===== src/rtl/dl_write_scheduler.sv =====
// dl_write_scheduler: bit/phase sequencer plus a single-entry write buffer
// that serialises one word into delay line DL44 or DL31 during its slot phase.
// Requester A has priority over requester B.
// Optional feature: define DL_WRITE_SCHEDULER_PARITY_EN to extend each window
// by one bit that carries the odd parity of the buffered word.
//
// state   | meaning
// --------+-------------------------------------------------------------
// S_IDLE  | buffer empty, requests may be accepted
// S_WAIT  | buffer full, accepted mid-window of its own slot; skip it
// S_ARMED | buffer full, write runs whenever phase == slot
module dl_write_scheduler #(
    parameter int WORD_BITS = 26
) (
    input  logic                 CLK,
    input  logic                 RESET,
    input  logic                 BT,
    input  logic                 A_REQ,
    input  logic                 A_LINE,
    input  logic [1:0]           A_SLOT,
    input  logic [WORD_BITS-1:0] A_DATA,
    output logic                 A_ACK,
    output logic                 A_DONE,
    input  logic                 B_REQ,
    input  logic                 B_LINE,
    input  logic [1:0]           B_SLOT,
    input  logic [WORD_BITS-1:0] B_DATA,
    output logic                 B_ACK,
    output logic                 B_DONE,
    output logic                 PHW,
    output logic                 PHX,
    output logic                 PHY,
    output logic                 PHZ,
    output logic [4:0]           BITN,
    output logic                 DL44,
    output logic                 DL31,
    output logic                 DLD,
    output logic                 BUSY
);

`ifdef DL_WRITE_SCHEDULER_PARITY_EN
    localparam int WIN = WORD_BITS + 1;
`else
    localparam int WIN = WORD_BITS;
`endif
    localparam logic [4:0] LAST_BIT = 5'(WIN - 1);

    typedef enum logic [1:0] {S_IDLE, S_WAIT, S_ARMED} state_t;

    state_t                 state, state_nxt;
    logic [1:0]             phase, phase_nxt;
    logic [4:0]             bitn, bitn_nxt;
    logic                   buf_line, buf_owner;
    logic [1:0]             buf_slot;
    logic [WORD_BITS-1:0]   buf_data;
    logic                   load, load_b;
    logic [1:0]             load_slot;
    logic                   ack_a_nxt, ack_b_nxt, done_nxt;
    logic                   active, dld_bit;

    // Position the sequencer will hold after this edge (used to decide on arming).
    always_comb begin
        phase_nxt = phase;
        bitn_nxt  = bitn;
        if (BT) begin
            if (bitn == LAST_BIT) begin
                bitn_nxt  = '0;
                phase_nxt = phase + 2'd1;
            end else begin
                bitn_nxt  = bitn + 5'd1;
            end
        end
    end

    // Bit/phase sequencer registers.
    always_ff @(posedge CLK) begin
        if (RESET) begin
            phase <= 2'd0;
            bitn  <= '0;
        end else begin
            phase <= phase_nxt;
            bitn  <= bitn_nxt;
        end
    end

    assign active = (state == S_ARMED) && (phase == buf_slot);

    // Buffer FSM next-state, accept and completion decisions.
    always_comb begin
        state_nxt = state;
        load      = 1'b0;
        load_b    = !A_REQ;
        load_slot = A_REQ ? A_SLOT : B_SLOT;
        ack_a_nxt = 1'b0;
        ack_b_nxt = 1'b0;
        done_nxt  = 1'b0;
        unique case (state)
            S_IDLE: begin
                if (A_REQ || B_REQ) begin
                    load      = 1'b1;
                    ack_a_nxt = A_REQ;
                    ack_b_nxt = !A_REQ;
                    // Landing inside our own window past bit 0 means a full rotation wait.
                    state_nxt = (phase_nxt == load_slot && bitn_nxt != '0) ? S_WAIT : S_ARMED;
                end
            end
            S_WAIT: begin
                if (!(phase_nxt == buf_slot && bitn_nxt != '0))
                    state_nxt = S_ARMED;
            end
            S_ARMED: begin
                if (active && BT && bitn == LAST_BIT) begin
                    state_nxt = S_IDLE;
                    done_nxt  = 1'b1;
                end
            end
            default: state_nxt = S_IDLE;
        endcase
    end

    // FSM state and handshake pulse registers.
    always_ff @(posedge CLK) begin
        if (RESET) begin
            state  <= S_IDLE;
            A_ACK  <= 1'b0;
            B_ACK  <= 1'b0;
            A_DONE <= 1'b0;
            B_DONE <= 1'b0;
        end else begin
            state  <= state_nxt;
            A_ACK  <= ack_a_nxt;
            B_ACK  <= ack_b_nxt;
            A_DONE <= done_nxt && !buf_owner;
            B_DONE <= done_nxt && buf_owner;
        end
    end

    // Write buffer capture; the requester's fields are irrelevant after ACK.
    always_ff @(posedge CLK) begin
        if (RESET) begin
            buf_line  <= 1'b0;
            buf_owner <= 1'b0;
            buf_slot  <= 2'd0;
            buf_data  <= '0;
        end else if (load) begin
            buf_line  <= A_REQ ? A_LINE : B_LINE;
            buf_owner <= load_b;
            buf_slot  <= load_slot;
            buf_data  <= A_REQ ? A_DATA : B_DATA;
        end
    end

    // Serial bit select, LSB first; the optional extra bit is odd parity.
    always_comb begin
        dld_bit = 1'b0;
`ifdef DL_WRITE_SCHEDULER_PARITY_EN
        if (bitn == 5'(WORD_BITS))
            dld_bit = ~(^buf_data);
        else
            dld_bit = buf_data[bitn];
`else
        dld_bit = buf_data[bitn];
`endif
    end

    assign PHW  = (phase == 2'd0);
    assign PHX  = (phase == 2'd1);
    assign PHY  = (phase == 2'd2);
    assign PHZ  = (phase == 2'd3);
    assign BITN = bitn;
    assign DL44 = active && !buf_line;
    assign DL31 = active && buf_line;
    assign DLD  = active && dld_bit;
    assign BUSY = (state != S_IDLE);

endmodule


===== config.mk =====
export PLATFORM = sky130hd
export DESIGN_NAME = dl_write_scheduler
export DESIGN_NICKNAME = d
export VERILOG_FILES = /design/src/rtl/dl_write_scheduler.sv
export SDC_FILE = /design/constraint.sdc
export NUM_CORES = 1
export LEC_CHECK = 0
export BUFFER_PORTS_ARGS = -buffer_cell sky130_fd_sc_hd__buf_2
export CELL_PAD_IN_SITES_DETAIL_PLACEMENT = 2
export CELL_PAD_IN_SITES_GLOBAL_PLACEMENT = 2
export CORE_ASPECT_RATIO = 1.75
export CORE_UTILIZATION = 30
export CTS_BUF_LIST = sky130_fd_sc_hd__clkbuf_2 sky130_fd_sc_hd__clkbuf_4 sky130_fd_sc_hd__clkbuf_8
export DETAILED_ROUTE_END_ITERATION = 10
export PLACE_DENSITY_LB_ADDON = 0.3
export SYNTH_ARGS = -nofsm -noshare
export SYNTH_HDL_FRONTEND = slang
export SYNTH_SLANG_ARGS = --single-unit

===== constraint.sdc =====
create_clock -name CLK -period 2.5 [get_ports CLK]
set_input_delay 0.375 -clock CLK [delete_from_list [all_inputs] [get_ports CLK]]
set_output_delay 0.375 -clock CLK [all_outputs]
set_load 0.03 [all_outputs]

==> results.py <==
metrics = {
    "timing": {
        "worst_pin_slew_ps": 553,
        "min_period_ps": 2480,
        "rsz0062_at_grt": "yes",
        "setup_viol": 0,
        "fin_crit_sh_pct": 99.1,
        "clock.fmax_ghz": 0.404,
        "hold_viol": 0,
        "fin_skew_ps": 7.29,
        "drv_slew": 0,
        "maxSlewHeadroom_pct": 63.1,
    },
    "hold_path": {
        "min_from": "A_REQ",
        "min_to": "B_ACK",
        "whs_path_depth": 2,
        "hold_class": "primary input to flop",
    },
    "grt": {
        "grt_pass1_wl_mm": 11.1,
        "grt_max_degree": 29,
        "grt_pass1_vias": 2336,
        "grtUsageTotal_pct": 18.4,
        "antenna_found_initial": 0,
        "grt-ovfl-total": 0,
    },
    "die": {
        "die_w_um": 68.6,
        "rows": 42,
        "num_io_pins": 80,
        "start_util_pct": 31.0,
        "coreArea_um2": 7510,
        "die_area_um2": 8140,
        "die_h_um": 119,
    },
    "synth": {
        "synth_top_flop_cell": "dfxtp_1",
        "async_flop_share_pct": 0,
        "synth_cells": 245,
        "synthesis.nets": 314,
        "synth-seq-cells": 43,
        "ys_types": 41,
        "syn_area_um2": 2330,
        "ys_warn_count": 0,
        "yosys.area.top_type_share_pct": 36.9,
        "syn_avg_cell_area_um2": 9.51,
        "synth-edff-count": 0,
        "ys_seq_area_share_pct": 36.9,
        "synthTopCellsByArea": "dfxtp_1, mux2i_1, a211oi_1",
        "synth_top_area_cell": "dfxtp_1",
    },
    "route": {
        "dr.pass1.iters": 4,
        "wirelength_mm": 6.67,
        "postRouteAntennaNets": 0,
        "dr_wl_met3_um": 249,
        "viasPerCell": 5.21,
        "drc": 0,
        "wl_per_cell_um": 16.4,
        "initialDrtViolationCount": 65,
        "routed-wl-met2_mm": 3.75,
        "wl_met1_mm": 2.47,
        "routed.top_layer": "met4",
        "vias": 2122,
    },
    "pwr": {
        "power_frac_comb_pct": 22.3,
        "leakagePower_nw": 1.33,
        "finalPower_mw": 1.72,
        "ir_drop_mv": 0.253,
        "pwr_density_cell_nw_per_um2": 587,
        "swShare_pct": 28.9,
        "p_int_mw": 1.23,
        "power.share.sequential_pct": 46.4,
        "power.switching_mw": 0.498,
        "clock_power_share_pct": 31.3,
    },
    "clock_tree": {
        "clk_latency_ps": 300,
        "cts_root_buf": "clkbuf_8",
        "tritoncts": "built",
        "cts.path.max_buffers": 2,
        "cts_sinks": 43,
        "cts_max_level": 2,
        "cts.clk_slew.worst_paths_ps": 80,
        "numCtsBuffers": 5,
    },
    "final_layout": {
        "final_cell_count_no_fill": 407,
        "n_antenna_cell": 0,
        "layout-drive-gt1-share_pct": 34.5,
        "mostFrequentLayoutCell": "buf_2",
        "final_cell_mix": "buf_2, nor2_1, dfxtp_1",
        "layout-area-overhead-vs-synth_pct": 26.0,
        "nets": 388,
        "fin_area_um2": 2940,
        "fin_util_pct": 39.1,
    },
    "place": {
        "place_congestion": 0.739,
        "place_hpwl_mm": 5.17,
        "placed_cell_area_um2": 2790,
        "port_buffers": 79,
        "dp_cells": 397,
    },
    "status": {
        "outcome": "completed",
    },
    "critical_path": {
        "r2r_end": "state[1]",
        "worstSetupPathType": "flop to primary output",
        "critPathBufInv": 1,
        "rrSetupSlack_ps": 210,
        "crit_top_cell": "mux4_2",
        "end_kind": "primary output",
        "crit_slowest_cell": "mux4_2",
        "r2r_cells": 9,
        "timing.critical_path.cells": "mux4_2 -> mux4_2 -> o22ai_2 -> nor2_1 -> buf_4",
        "critPathLaunchType": "flop",
        "critPathArrivalTime_ps": 2100,
        "max_stage_delay_ps": 510,
        "r2r_start": "BITN[0]",
        "crit_cells": 5,
        "crit_required_ps": 2120,
        "crit_path_max_fanout": 7,
        "crit_family": "multiplexers",
    },
    "run": {
        "maxCapViolCount": 0,
    },
}
-- power groups by stage --
| stage | registers [mW] | logic [mW] | clock network (mW) |
|---|---|---|---|
| after CTS | 0.803 | 0.391 | 0.553 |
| after global routing | 0.811 | 0.429 | 0.581 |
| after global placement | 0.818 | 0.361 | 0 |
| after floorplan | 0.803 | 0.254 | 0 |
| final | 0.800 | 0.384 | 0.539 |
| after detailed placement | 0.821 | 0.376 | 0 |
-- stage by stage --
stage	setup WS (ps)	setup TNS (ps)	hold slack [ps]
floorplan	14.5	0	417
global placement	218	0	435
detailed placement	136	0	446
CTS	-2.41	-2.41	370
global route	-66.7	-66.7	382
finish	22.8	0	375
-- cell usage after synthesis, drive strengths merged (2+ instances only) --
cell type and count:
buf 7, and4b 2, a211oi 31, o22ai 2, inv 10, nand3 5
dfxtp 43, mux2i 32, clkbuf 15, xnor3 2, a21oi 6, nor3 4
ha 6, o21ai 3, nor2 44, and3 2, xor2 3, xnor2 3
mux4 7, nor3b 2
-- worst max-delay path by stage --
stage / slack (ps) / from / endpoint
floorplan: 10 / BITN[1] / state[1]
finish: 20 / BITN[0] / DLD
CTS: -2 / BITN[0] / DLD
global placement: 220 / BITN[0] / DLD
global route: -70 / BITN[0] / DLD
detailed placement: 140 / BITN[1] / state[1]
-- state kept, by name (all words and copies together) (netlist names) --
name	count
A_ACK	1
A_DONE	1
BITN	5
B_ACK	1
B_DONE	1
buf_data	26
buf_line	1
buf_owner	1
buf_slot	2
phase	2
state	2
-- logic make-up after synthesis --
| family | after synthesis | synth area share [%] |
|---|---|---|
| flip-flops | 43 | 36.9 |
| buffers and inverters | 32 | 6.01 |
| multiplexers | 39 | 20.5 |
| AND/OR/NAND/NOR | 66 | 13.2 |
| XOR/XNOR | 8 | 4.19 |
| adder cells (fa/ha/maj) | 6 | 3.22 |
| AO/OA/AOI/OAI | 51 | 16.0 |
-- area by class of cell --
cell class                 count  area (µm²)
tap                           88         110
timing repair buffer          89         473
sequential                    43         866
clock buffer                   5        68.8
multi-input combinational    170        1340
fill                         882        4580
clock inverter                 2        37.5
inverter                      10        37.5
-- layer usage --
layer | vias up | GRT usage [%]
li1 | 1028 | -
met1 | 1021 | 18.4
met2 | 59 | 33.9
met3 | 14 | 3.47
met4 | 0 | 8.46
met5 | - | 0
-- timing repair --
action                     in CTS  in global routing
cloned                          0                  0
resized for setup               4                  0
pin swaps                       0                  0
hold buffers                    0                  0
buffers inserted                3                  0
setup endpoints to repair       1                  1
Note: power is estimated with default switching activity, not from simulation.
